===== src/rtl/uart_pkg.sv =====
// Shared UART definitions: frame-FSM state encoding, data/counter widths and
// the 2-of-3 vote used by the receiver's optional majority sampler.
package uart_pkg;

   localparam int UART_DATA_W = 8;
   localparam int UART_CNT_W  = 16;

   typedef enum logic [2:0] {
      IDLE   = 3'd0,
      START  = 3'd1,
      DATA   = 3'd2,
      PARITY = 3'd3,
      STOP   = 3'd4
   } uart_state_e;

   function automatic logic maj3(input logic a, input logic b, input logic c);
      return (a & b) | (a & c) | (b & c);
   endfunction

endpackage


===== src/rtl/uart_rx_sync.sv =====
// Line conditioning for uart_rx: 2-flop synchroniser, falling-edge detect and,
// with UART_RX_MAJORITY_EN defined, a 3-tap majority filter on the sample value.
module uart_rx_sync (
   input  logic clk,
   input  logic rst_n,
   input  logic rx,
   output logic rx_s,
   output logic fall,
   output logic bit_val
);
   import uart_pkg::*;

   logic rx_meta;
   logic rx_prev;
`ifdef UART_RX_MAJORITY_EN
   logic rx_prev2;
`endif

   // Everything resets to the idle-high line level so reset never looks like a start bit.
   always_ff @(posedge clk) begin
      if (!rst_n) begin
         rx_meta  <= 1'b1;
         rx_s     <= 1'b1;
         rx_prev  <= 1'b1;
`ifdef UART_RX_MAJORITY_EN
         rx_prev2 <= 1'b1;
`endif
      end else begin
         rx_meta  <= rx;
         rx_s     <= rx_meta;
         rx_prev  <= rx_s;
`ifdef UART_RX_MAJORITY_EN
         rx_prev2 <= rx_prev;
`endif
      end
   end

   assign fall = rx_prev & ~rx_s;

`ifdef UART_RX_MAJORITY_EN
   assign bit_val = maj3(rx_s, rx_prev, rx_prev2);
`else
   assign bit_val = rx_s;
`endif

endmodule


===== src/rtl/uart_rx.sv =====
// UART receiver: 8 data bits LSB first, odd parity, one stop bit; writes bytes
// into the RX FIFO. Define UART_RX_MAJORITY_EN for 2-of-3 majority sampling.
module uart_rx
   import uart_pkg::*;
#(
   parameter int CNT_W = UART_CNT_W
) (
   input  logic                   clk,
   input  logic                   rst_n,
   input  logic                   rx_en,
   input  logic                   rx,
   input  logic [31:0]            baud,
   input  logic                   full_i,
   output logic                   we_o,
   output logic [UART_DATA_W-1:0] data_o,
   output logic                   parity_err_o,
   output logic                   frame_err_o,
   output logic                   overflow_o,
   output logic                   busy_o
);

   uart_state_e            state, state_nxt;
   logic [CNT_W-1:0]       cnt, cnt_nxt;
   logic [CNT_W-1:0]       half, period;
   logic [2:0]             bitn, bitn_nxt;
   logic [UART_DATA_W-1:0] shift, shift_nxt, data_nxt;
   logic                   par, par_nxt;
   logic                   we_nxt, perr_nxt, ferr_nxt, ovf_nxt;
   logic                   fall, bit_val, rx_s_unused;
   logic                   half_tick, bit_tick;

   generate
      if (CNT_W < 32) begin : g_baud_hi
         logic baud_hi_unused;
         assign baud_hi_unused = ^baud[31:CNT_W];
      end
   endgenerate

   uart_rx_sync u_sync (
      .clk     (clk),
      .rst_n   (rst_n),
      .rx      (rx),
      .rx_s    (rx_s_unused),
      .fall    (fall),
      .bit_val (bit_val)
   );

   // Even bit period keeps the receiver on the transmitter's divided clock.
   assign half      = baud[CNT_W-1:0] >> 1;
   assign period    = {half[CNT_W-2:0], 1'b0};
   assign half_tick = (cnt == half - CNT_W'(1));
   assign bit_tick  = (cnt == period - CNT_W'(1));
   assign busy_o    = (state != IDLE);

   always_comb begin
      state_nxt = state;
      cnt_nxt   = cnt + CNT_W'(1);
      bitn_nxt  = bitn;
      shift_nxt = shift;
      par_nxt   = par;
      data_nxt  = data_o;
      we_nxt    = 1'b0;
      perr_nxt  = 1'b0;
      ferr_nxt  = 1'b0;
      ovf_nxt   = 1'b0;
      case (state)
         IDLE: begin
            cnt_nxt = '0;
            if (fall && rx_en) state_nxt = START;
         end
         START: begin
            if (half_tick) begin
               cnt_nxt  = '0;
               bitn_nxt = '0;
               state_nxt = bit_val ? IDLE : DATA;
            end
         end
         DATA: begin
            if (bit_tick) begin
               cnt_nxt   = '0;
               shift_nxt = {bit_val, shift[UART_DATA_W-1:1]};
               bitn_nxt  = bitn + 3'd1;
               if (bitn == 3'd7) state_nxt = PARITY;
            end
         end
         PARITY: begin
            if (bit_tick) begin
               cnt_nxt   = '0;
               par_nxt   = bit_val;
               state_nxt = STOP;
            end
         end
         STOP: begin
            if (bit_tick) begin
               cnt_nxt   = '0;
               state_nxt = IDLE;
               if (!bit_val) begin
                  ferr_nxt = 1'b1;
               end else if (full_i) begin
                  ovf_nxt = 1'b1;
               end else begin
                  we_nxt   = 1'b1;
                  data_nxt = shift;
                  perr_nxt = ~(^{shift, par});
               end
            end
         end
         default: state_nxt = IDLE;
      endcase
   end

   always_ff @(posedge clk) begin
      if (!rst_n) begin
         state        <= IDLE;
         cnt          <= '0;
         bitn         <= '0;
         shift        <= '0;
         par          <= 1'b0;
         data_o       <= '0;
         we_o         <= 1'b0;
         parity_err_o <= 1'b0;
         frame_err_o  <= 1'b0;
         overflow_o   <= 1'b0;
      end else begin
         state        <= state_nxt;
         cnt          <= cnt_nxt;
         bitn         <= bitn_nxt;
         shift        <= shift_nxt;
         par          <= par_nxt;
         data_o       <= data_nxt;
         we_o         <= we_nxt;
         parity_err_o <= perr_nxt;
         frame_err_o  <= ferr_nxt;
         overflow_o   <= ovf_nxt;
      end
   end

endmodule

===== config.mk =====
export PLATFORM = sky130hd
export DESIGN_NAME = uart_rx
export DESIGN_NICKNAME = d
export VERILOG_FILES = /design/src/rtl/uart_pkg.sv /design/src/rtl/uart_rx_sync.sv /design/src/rtl/uart_rx.sv
export SDC_FILE = /design/constraint.sdc
export NUM_CORES = 1
export LEC_CHECK = 0
export ABC_AREA = 1
export BUFFER_PORTS_ARGS = -buffer_cell sky130_fd_sc_hd__buf_2
export CORE_ASPECT_RATIO = 0.5
export CORE_MARGIN = 2
export CORE_UTILIZATION = 57
export CTS_CLUSTER_SIZE = 28
export DETAILED_ROUTE_END_ITERATION = 8
export PLACE_DENSITY = 0.83
export RECOVER_POWER = 25
export SLEW_MARGIN = 30
export SYNTH_ARGS = -nofsm -noshare
export SYNTH_HDL_FRONTEND = slang
export SYNTH_SLANG_ARGS = --single-unit

===== constraint.sdc =====
create_clock -name clk -period 2.8 [get_ports clk]
set_input_delay 0.42 -clock clk [delete_from_list [all_inputs] [get_ports clk]]
set_output_delay 0.42 -clock clk [all_outputs]
set_load 0.01 [all_outputs]

==> results by group, run 1 <==
Run status
  – Run status: finished, final reports clean

Floorplanning
  – Cell Rows: 19
  – Top Ports: 50
  – Die X: 111 microns
  – Core box area: 5470 sq um
  – Die footprint: 6330 sq um
  – Die height: 57.3 microns
  – Starting Density: 59.2%

Drt
  – DR iter-0 viols: 279
  – Detailed-route via count: 3372
  – Drc violations: 0
  – Per-cell routed wire length: 12.2 microns
  – Via/cell ratio: 5.17
  – 1st-pass router iterations: 6
  – Final wirelength: 7930 microns
  – DRT antenna net count: 0

Synth
  – Post-Syn Area: 3230 sq um
  – Syn nets: 583
  – Cell taking the most area after synthesis: dfxtp_1
  – Mapped Cells: 542
  – Most numerous cell in the Yosys netlist: nand2_1
  – Distinct cell type count after synthesis: 32
  – Average instance area after synthesis: 5.97 sq um
  – Synth top area cells: dfxtp_1, nand2_1, nand3_1
  – EDFF count, synth: 0
  – Yosys warnings: 0
  – Area share of the largest cell type after synthesis: 28.5%
  – Flops & latches, synth: 46
  – Asr flop ratio synth: 0%
  – Most frequent cells after synthesis: nand2_1, nor2_1, nand3_1
  – Ys flop type: dfxtp_1
  – Sequential-to-total area share from yosys stat: 28.5%

Place
  – Port-buffer cells: 32
  – HPWL after DPL: 6060 microns
  – Worst Setup Slack post-DPL: 0.116 ns
  – Cell Area, Placed: 3480 sq um
  – Placer Congestion: 0.963
  – Placed Instances: 644

STA
  – Tmin final: 2.46 ns
  – Worst clock skew: 0.00757 ns
  – Final hold viol count: 0
  – RSZ-0062 raised after global routing: no
  – Peak Freq: 407 MHz
  – Crit share post-route: 87.8%
  – Slew HR: 64.9%
  – Slew @ Worst Pin: 0.522 ns
  – Final setup margin: 0.342 ns
  – Final setup vio count: 0
  – Final Max Slew Viols: 0
  – Final setup TNS: 0 ns

Cells and area
  – Layout cells sized above 1: 9.84%
  – Area grow syn2layout: 11.8%
  – Antenna diodes: 0
  – Post-route core utilization: 66.1%
  – Area of the multi-input gates: 1980 sq um
  – Post-route insts no fill: 652
  – Reg area: 921 sq um
  – Fillers: 539
  – Fin area: 3610 sq um
  – Total Nets Final: 619

Power
  – Clock network power share: 35.6%
  – Lkg Pwr: 1.86 nW
  – Max rail drop VDD: 0.000345 V
  – Switch Pwr: 0.000555 W
  – Combinational fraction of design power: 22.9%
  – Seq pwr share: 41.5%
  – Pwr dens: 473 nW/um^2
  – Switching fraction of total power: 32.5%
  – Internal: 0.00115 W

Clocking
  – CTS tree: built
  – Reg clk slew, reported paths: 0.07 ns
  – Cts bufs inserted: 5
  – CTS-repair resized insts: 0
  – Maximum clock path buffer count: 2
  – H-tree Lvls: 2
  – Hold_buf cts: 0
  – CTS sink cnt: 46
  – Clk Latency, worst-skew pair: 0.30 ns
  – Root Buffer: clkbuf_16
  – Post-CTS setup buffer count: 0

Worst setup path
  – CP bufs+invs: 5
  – Req. time, crit path: 3.00 ns
  – Crit Reg-Reg Startpoint: cnt[2]
  – Crit path largest cell delay: 0.31 ns
  – Most frequent CP cell: nand2_1
  – CP Capture Type: register
  – CP Cell Sequence: buf_2 -> inv_1 -> ha_1 -> inv_1 -> nand2_1 -> nand2_1 -> nand2_1 -> nand2_1 -> nor2_1 -> nand2_1 -> nor2_1 -> nand2_1 -> nor2_1 -> nand3_1 -> o21ai_1 -> nand3_1 -> nand2_1 -> inv_2 -> nand2_1 -> inv_1
  – WP data arrival: 2.66 ns
  – Setup CP Type: input port to register
  – CP delay by family, top: simple AND/OR/NAND/NOR gates
  – CP Launch Type: input port
  – Worst-path maximum fanout: 6
  – Setup slack, reg-to-reg: 0.49 ns
  – CP startpoint: baud[1]
  – CP max stage cell: ha_1

GRT
  – Largest net degree at the start of global routing: 32
  – First-pass GRT wire length: 13500 microns
  – Initial antenna violation count: 0
  – Gr ovfl total: 0
  – All-Layer GR Usage: 26.4%
  – Vias in the first global route: 2894

Hold path
  – HP Start: rx
  – Class of the worst hold path: input port to register

Run
  – Max cap viols: 0
-- worst register-to-register path: cells and delay by family, from the launching register on --
kind,cells,cell delay [ns]
and+or+nand+nor,7,1.51
DFF,1,0.44
buffers and inverters,1,0.10
xor gates and xnor gates,1,0.16
-- final cells by class --
class	count	share of cell area, %
clock buffers	5	3.46
well taps	73	2.53
clock inverters	3	0.658
multi-input cells	410	54.8
flip-flops and latches	46	25.5
repair buffers	36	4.85
inverters	79	8.20
-- flip-flops by register name, indices dropped and copies added (netlist names) --
register / cells
cnt: 16
data_o: 8
shift: 8
bitn: 3
state: 3
frame_err_o: 1
overflow_o: 1
par: 1
parity_err_o: 1
u_sync.bit_val: 1
u_sync.rx_meta: 1
u_sync.rx_prev: 1
we_o: 1
-- metrics by stage --
step           hold slack, ns  power [W]
2_1_floorplan           0.393   0.000991
3_3_place_gp            0.400    0.00110
3_5_place_dp            0.403    0.00111
4_1_cts                 0.330    0.00171
5_1_grt                 0.327    0.00181
6_report                0.331    0.00171
-- worst paths after layout --
check / end / cells past startpoint
min reg2reg: u_sync.bit_val / 1
min: u_sync.rx_meta / 2
max: cnt[2] / 20
max reg2reg: cnt[15] / 9
-- power groups by stage --
stage | combinational, W | sequential (W) | clock [W]
6_report | 0.000392 | 0.000709 | 0.000609
5_1_grt | 0.000454 | 0.000711 | 0.000642
4_1_cts | 0.000391 | 0.000708 | 0.000615
3_5_place_dp | 0.000384 | 0.000722 | 0
3_3_place_gp | 0.000378 | 0.000720 | 0
2_1_floorplan | 0.000274 | 0.000717 | 0
-- metal layers --
metal / GRT usage [%] / wire (microns) / vias to the layer above
li1: - / - / 1785
met1: 38.4 / 3920 / 1460
met2: 39.4 / 3240 / 116
met3: 5.53 / 654 / 11
met4: 8.57 / 112 / 0
met5: 0 / 0 / -
-- logic make-up (layout without fill, tap and decap cells) --
kind of cell             count (synthesis)  after routing  share of synthesized area (%)
XOR/XNOR                                16             16                           4.33
AO/OA/AOI/OAI                           29             29                           4.64
adder cells (fa/ha/maj)                  4              4                           1.55
buffers and inverters                   86            123                           10.3
AND/OR/NAND/NOR                        361            361                           50.8
flip-flops                              46             46                           28.5
-- cell usage in the layout, fill, tap and decap left out, drive strengths merged, types with 3 or more instances in the layout --
cell type,instances
ha,4
xor2,11
dfxtp,46
nand2,153
clkbuf,17
nand3,77
inv,79
nor3b,4
nor2,98
nor3,9
a21oi,8
nand4,14
o21ai,18
xnor2,5
buf,24
or2,3
(Power assumes the default switching activity.)
==> run 2, diff against run 1 <==
SYNTH_HIERARCHICAL = 1   (was unset)
==> run 2 against run 1 <==
  * Register-to-register slack is essentially flat
  * Via count is 4.1% lower
  * Hold slack worse by 0.040 ns
  * Count of clock-buffer cells in the layout stayed put
  * Die area is 2.7% lower
  * Power is 11% lower
  * Clock power decreased by 29%
  * Clock skew rose by 0.0038 ns
  * Flip-flop and latch count stayed put
  * Sequential share of layout area is 0.85 points higher
  * Area after synthesis shrank 2.9%
  * Largest power group unchanged
==> results by group, run 2 <==
Power
  – Lkg Pwr: 1.67 nW (-10%)
  – Clock network power share: 28.3% (-7.3 points)
  – Seq pwr share: 46.1% (+4.6 points)
  – Switching fraction of total power: 34.3% (+1.8 points)
  – Combinational fraction of design power: 25.6% (+2.7 points)
  – Max rail drop VDD: 0.000262 V (-24%)
  – Switch Pwr: 0.000522 W (-6.0%)
  – Pwr dens: 435 nW/um^2 (-8.0%)
  – Internal: 0.00100 W (-13%)

STA
  – Slew HR: 31.2% (-34 points)
  – Final hold viol count: 0 (unchanged)
  – Final setup TNS: 0 ns (unchanged)
  – Crit share post-route: 88.4% (+0.62 points)
  – RSZ-0062 raised after global routing: no
  – Tmin final: 2.48 ns (+0.0175 ns)
  – Slew @ Worst Pin: 1.03 ns (+0.511 ns)
  – Worst clock skew: 0.0113 ns (+0.00377 ns)
  – Final Max Slew Viols: 0 (unchanged)
  – Final setup vio count: 0 (unchanged)
  – Peak Freq: 404 MHz (-0.71%)

Drt
  – Detailed-route via count: 3233 (-4.1%)
  – Routed wl met3: 534 microns (-18%)
  – Via/cell ratio: 5.12 (-0.93%)
  – 1st-pass router iterations: 6 (unchanged)
  – Wl on met1: 3630 microns (-7.5%)
  – DR iter-0 viols: 333 (+19%)
  – Top Metal Used: met4
  – Per-cell routed wire length: 11.5 microns (-5.3%)
  – Drc violations: 0 (unchanged)
  – Met2 wire length: 3030 microns (-6.6%)
  – Final wirelength: 7270 microns (-8.3%)
  – DRT antenna net count: 0 (unchanged)

Cells and area
  – Antenna diodes: 0 (unchanged)
  – Max reg flops: 16 (unchanged)
  – Total Nets Final: 598 (-3.4%)
  – Area of the multi-input gates: 1860 sq um (-6.3%)
  – Reg area: 921 sq um (unchanged)
  – Post-route insts no fill: 631 (-3.2%)
  – Fillers: 531 (-1.5%)
  – Layout cells sized above 1: 12.4% (+2.5 points)
  – Most frequent cells in the layout: nand2_1, inv_1, nand3_1, nor2_1, dfxtp_1
  – Largest Register: cnt
  – Biggest registers after layout: cnt x16, data_o x8, shift x8
  – Fin area: 3500 sq um (-3.2%)
  – Area grow syn2layout: 11.4%
  – Commonest non-fill, non-tap cell in the layout: nand2_1

Clocking
  – CTS sink cnt: 46 (unchanged)
  – H-tree Lvls: 2 (unchanged)
  – Root Buffer: clkbuf_8
  – CTS tree: built
  – Hold_buf cts: 0 (unchanged)
  – Maximum clock path buffer count: 2 (unchanged)
  – Cts bufs inserted: 5 (unchanged)
  – CTS-repair resized insts: 0 (unchanged)
  – Clk Latency, worst-skew pair: 0.31 ns (about the same)
  – Reg clk slew, reported paths: 0.09 ns (+0.02 ns)
  – Post-CTS setup buffer count: 0 (unchanged)

Place
  – Port-buffer cells: 32 (unchanged)
  – HPWL after DPL: 5740 microns (-5.3%)
  – Cell Area, Placed: 3420 sq um (-1.6%)
  – Placed Instances: 623 (-3.3%)
  – Placer Congestion: 0.946 (-1.8%)

Synth
  – Average instance area after synthesis: 6.10 sq um (+2.2%)
  – Post-Syn Area: 3140 sq um (-2.9%)
  – Yosys warnings: 6 (+6)
  – Mapped Cells: 515 (-5.0%)
  – Syn nets: 556 (-4.6%)

Worst setup path
  – WP data arrival: 2.69 ns (+0.03 ns)
  – Setup CP Type: input port to register
  – CP Launch Type: input port
  – Req. time, crit path: 3.02 ns (+0.02 ns)
  – CP Capture Type: register
  – Worst-path maximum fanout: 5 (-1)

GRT
  – Gr ovfl total: 0 (unchanged)
  – First-pass GRT wire length: 12000 microns (-10%)
  – Vias in the first global route: 2698 (-6.8%)
  – Largest net degree at the start of global routing: 25 (-22%)
  – All-Layer GR Usage: 24.7% (-1.7 points)
  – Initial antenna violation count: 0 (unchanged)

Run
  – Max cap viols: 0 (unchanged)

Floorplanning
  – Top Ports: 50 (unchanged)
  – Die X: 109 microns (-1.4%)
  – Die height: 56.5 microns (-1.3%)
  – Starting Density: 58.2% (-0.93 points)
  – Die footprint: 6160 sq um (-2.7%)
  – Cell Rows: 19 (unchanged)
  – Core box area: 5400 sq um (-1.3%)

Run status
  – Run status: finished, final reports clean

Hold path
  – Class of the worst hold path: input port to register
## run 2: per-layer routing
metal  up-vias  global-route usage [%]
met1      1388                    35.8
met4         0                    6.41
li1       1714                       -
met3         8                    5.23
met5         -                       0
met2       123                    37.1
## run 2: layout make-up
cell class	instances	area share (%)
multi-input combinational	377	53.1
sequential	46	26.3
inverter	85	9.12
timing repair buffer	42	6.19
tap	73	2.61
clock buffer	5	1.97
clock inverter	3	0.680
## run 2: final timing paths
path,from,cells after the start,endpoint,slack (ns)
max,baud[1],20,cnt[0],0.32
min,rx,3,u_sync/rx_meta,0.29
max reg2reg,cnt[2],9,cnt[15],0.48
min reg2reg,u_sync/rx_meta,2,u_sync/bit_val,0.41
## run 2: metrics by stage
step	hold WS [ns]	total power (W)	utilization [%]	worst slack, ns
floorplan	0.380	0.000987	-	0.558
global placement	0.389	0.00110	63.5	0.105
detailed placement	0.395	0.00110	63.5	0.0787
CTS	0.285	0.00153	65.2	0.398
global route	0.293	0.00162	64.8	0.0859
finish	0.291	0.00152	64.8	0.324
## run 2: power groups by stage
stage          Sequential, W  Clock [W]  Combinational, W
2_1_floorplan       0.000711          0          0.000276
3_3_place_gp        0.000716          0          0.000383
3_5_place_dp        0.000716          0          0.000386
4_1_cts             0.000702   0.000442          0.000388
5_1_grt             0.000705   0.000475          0.000443
6_report            0.000702   0.000431          0.000390
## run 2: critical path, stage by stage
cell,delay [ns]
buf_2,0.11
inv_1,0.07
ha_1,0.23
nand2_1,0.09
nor2_1,0.24
nand2_1,0.11
nand2_1,0.11
nand2_1,0.06
nand2_1,0.09
nand2_1,0.06
nor2_1,0.16
nand2_1,0.11
nor2_4,0.12
nand2_2,0.09
nand2_1,0.13
nand3_2,0.17
nand2_2,0.14
inv_2,0.08
nand2_1,0.07
inv_1,0.04
==> run 3, diff against run 2 <==
CORE_UTILIZATION = 40   (was 57)
PLACE_DENSITY = 0.63   (was 0.83)
==> run 3 against run 2 <==
  * Wire length grew 3.9%
  * Cell count grew 5.1%
  * Die area grew 40%
  * Non-clock buffer count shrank 2
  * Final area grew 2.5%
  * Clock power grew 28%
  * Critical path type unchanged
  * Highest routed layer unchanged
==> results by group, run 3 (synthesis results as in run 2) <==
Run status
  – Run status: finished, final reports clean

Cells and area
  – Max reg flops: 16 (unchanged)
  – Reg area: 921 sq um (unchanged)
  – Largest Register: cnt
  – Area of the multi-input gates: 1860 sq um (+0.13%)
  – Biggest registers after layout: cnt x16, data_o x8, shift x8
  – Total Nets Final: 596 (-0.33%)
  – Layout cells sized above 1: 12.3% (-0.11 points)
  – Fillers: 834 (+57%)
  – Most frequent cells in the layout: nand2_1, inv_1, nand3_1, nor2_1, dfxtp_1
  – Commonest non-fill, non-tap cell in the layout: nand2_1
  – Area grow syn2layout: 14.1%
  – Antenna diodes: 0 (unchanged)

Power
  – Pwr dens: 460 nW/um^2 (+5.8%)
  – Max rail drop VDD: 0.000237 V (-9.8%)
  – Lkg Pwr: 1.69 nW (+1.4%)

GRT
  – Vias in the first global route: 2745 (+1.7%)
  – First-pass GRT wire length: 12700 microns (+5.7%)
  – Gr ovfl total: 0 (unchanged)
  – Largest net degree at the start of global routing: 25 (unchanged)
  – Initial antenna violation count: 0 (unchanged)
  – All-Layer GR Usage: 18.6% (-6.1 points)

STA
  – Tmin final: 2.36 ns (-0.118 ns)
  – Final setup vio count: 0 (unchanged)
  – Final Max Slew Viols: 0 (unchanged)
  – Worst clock skew: 0.00545 ns (-0.00589 ns)
  – Final setup TNS: 0 ns (unchanged)
  – Final setup margin: 0.442 ns (+0.118 ns)
  – Peak Freq: 424 MHz (+5.0%)
  – Slew HR: 30.0% (-1.2 points)
  – RSZ-0062 raised after global routing: no
  – Final hold viol count: 0 (unchanged)
  – Crit share post-route: 84.2% (-4.2 points)
  – Slew @ Worst Pin: 1.05 ns (+0.0174 ns)

Drt
  – DR iter-0 viols: 186 (-44%)
  – Drc violations: 0 (unchanged)
  – Per-cell routed wire length: 11.4 microns (-1.1%)
  – Detailed-route via count: 3156 (-2.4%)
  – Final wirelength: 7550 microns (+3.9%)
  – DRT antenna net count: 0 (unchanged)
  – 1st-pass router iterations: 4 (-2)
  – Via/cell ratio: 4.76 (-7.1%)

Clocking
  – H-tree Lvls: 2 (unchanged)
  – CTS tree: built
  – CTS sink cnt: 46 (unchanged)
  – Reg clk slew, reported paths: 0.06 ns (-0.03 ns)
  – Cts bufs inserted: 5 (unchanged)
  – Root Buffer: clkbuf_16
  – Post-CTS setup buffer count: 0 (unchanged)
  – Maximum clock path buffer count: 2 (unchanged)
  – Clk Latency, worst-skew pair: 0.28 ns (-0.03 ns)

Place
  – Worst Setup Slack post-DPL: 0.0810 ns (+0.00225 ns)
  – HPWL after DPL: 5990 microns (+4.3%)
  – Port-buffer cells: 32 (unchanged)
  – Placer Congestion: 0.905 (-4.3%)

Worst setup path
  – Req. time, crit path: 2.98 ns (-0.04 ns)
  – Worst-path maximum fanout: 10 (+5)
  – Crit Reg-Reg Endpoint: cnt[3]
  – Setup slack, reg-to-reg: 0.64 ns (+0.16 ns)
  – Worst reg2reg path depth: 13 (+4)
  – CP Launch Type: input port
  – CP Capture Type: register
  – WP data arrival: 2.53 ns (-0.16 ns)
  – Crit Reg-Reg Startpoint: cnt[2]
  – Setup CP Type: input port to register

Hold path
  – Endpoint, Worst Hold: u_sync/rx_meta
  – HP Start: rx
  – Hold Path Depth: 3 (unchanged)
  – Class of the worst hold path: input port to register

Floorplanning
  – Die X: 129 microns (+19%)
  – Starting Density: 42.1% (-16 points)
  – Top Ports: 50 (unchanged)
  – Cell Rows: 22 (+3)
  – Die footprint: 8620 sq um (+40%)
  – Core box area: 7460 sq um (+38%)
  – Die height: 66.7 microns (+18%)

Run
  – Max cap viols: 0 (unchanged)
run 3: power by group:
group          leakage [nW]  internal, W  switching, W
sequential            0.372     0.000680     0.0000224
combinational          1.25     0.000151      0.000248
clock                0.0694     0.000322      0.000228
run 3: timing repair:
item / 4_1_cts / 5_1_grt
endpoints found under the setup margin: 0 / 1
hold endpoints to repair: 0 / 0
gates resized for setup: 0 / 1
hold buffers: 0 / 0
run 3: worst max-delay path by stage:
stage	startpoint	endpoint	slack, ns	cells past startpoint
floorplan	baud[1]	cnt[9]	0.56	18
global placement	baud[1]	data_o[6]	0.09	18
detailed placement	baud[1]	data_o[2]	0.08	18
CTS	baud[1]	data_o[2]	0.37	18
global route	baud[1]	cnt[0]	0.08	20
finish	baud[1]	cnt[3]	0.44	19
run 3: critical path, stage by stage:
cell and delay, ns:
buf_2 0.11, inv_1 0.07, ha_1 0.23, nand2_1 0.10, nor2_2 0.15, nand2_1 0.09, nand2_1 0.09, nand2_1 0.05
nand2_1 0.10, nand2_1 0.07, nor2_1 0.13, nand2_1 0.10, nor2_4 0.13, nand2_2 0.10, nand2_1 0.14, nand3_2 0.14
buf_12 0.16, nand4_1 0.06, inv_1 0.06
run 3: final cells by class:
class	instances	area share (%)
clock buffer	5	3.49
clock inverter	2	0.279
inverter	85	8.90
multi-input combinational	377	51.9
sequential	46	25.7
tap	108	3.77
timing repair buffer	40	6.00
run 3: metal layers:
layer,global-route usage (%),wire length [microns]
met2,28.3,3040
met3,3.21,320
met5,0,0
met1,27.5,4170
met4,3.40,18
run 3: per-stage QoR:
stage | total power (W) | instances | area, sq um | hold WS (ns) | utilization (%)
6_report | 0.00165 | 663 | 3590 | 0.307 | 48.1
3_3_place_gp | 0.00111 | 656 | 3470 | 0.387 | 46.5
3_5_place_dp | 0.00111 | 656 | 3470 | 0.388 | 46.5
5_1_grt | 0.00176 | 663 | 3590 | 0.308 | 48.1
4_1_cts | 0.00167 | 663 | 3600 | 0.303 | 48.3
2_1_floorplan | 0.000987 | 515 | 3140 | 0.380 | -
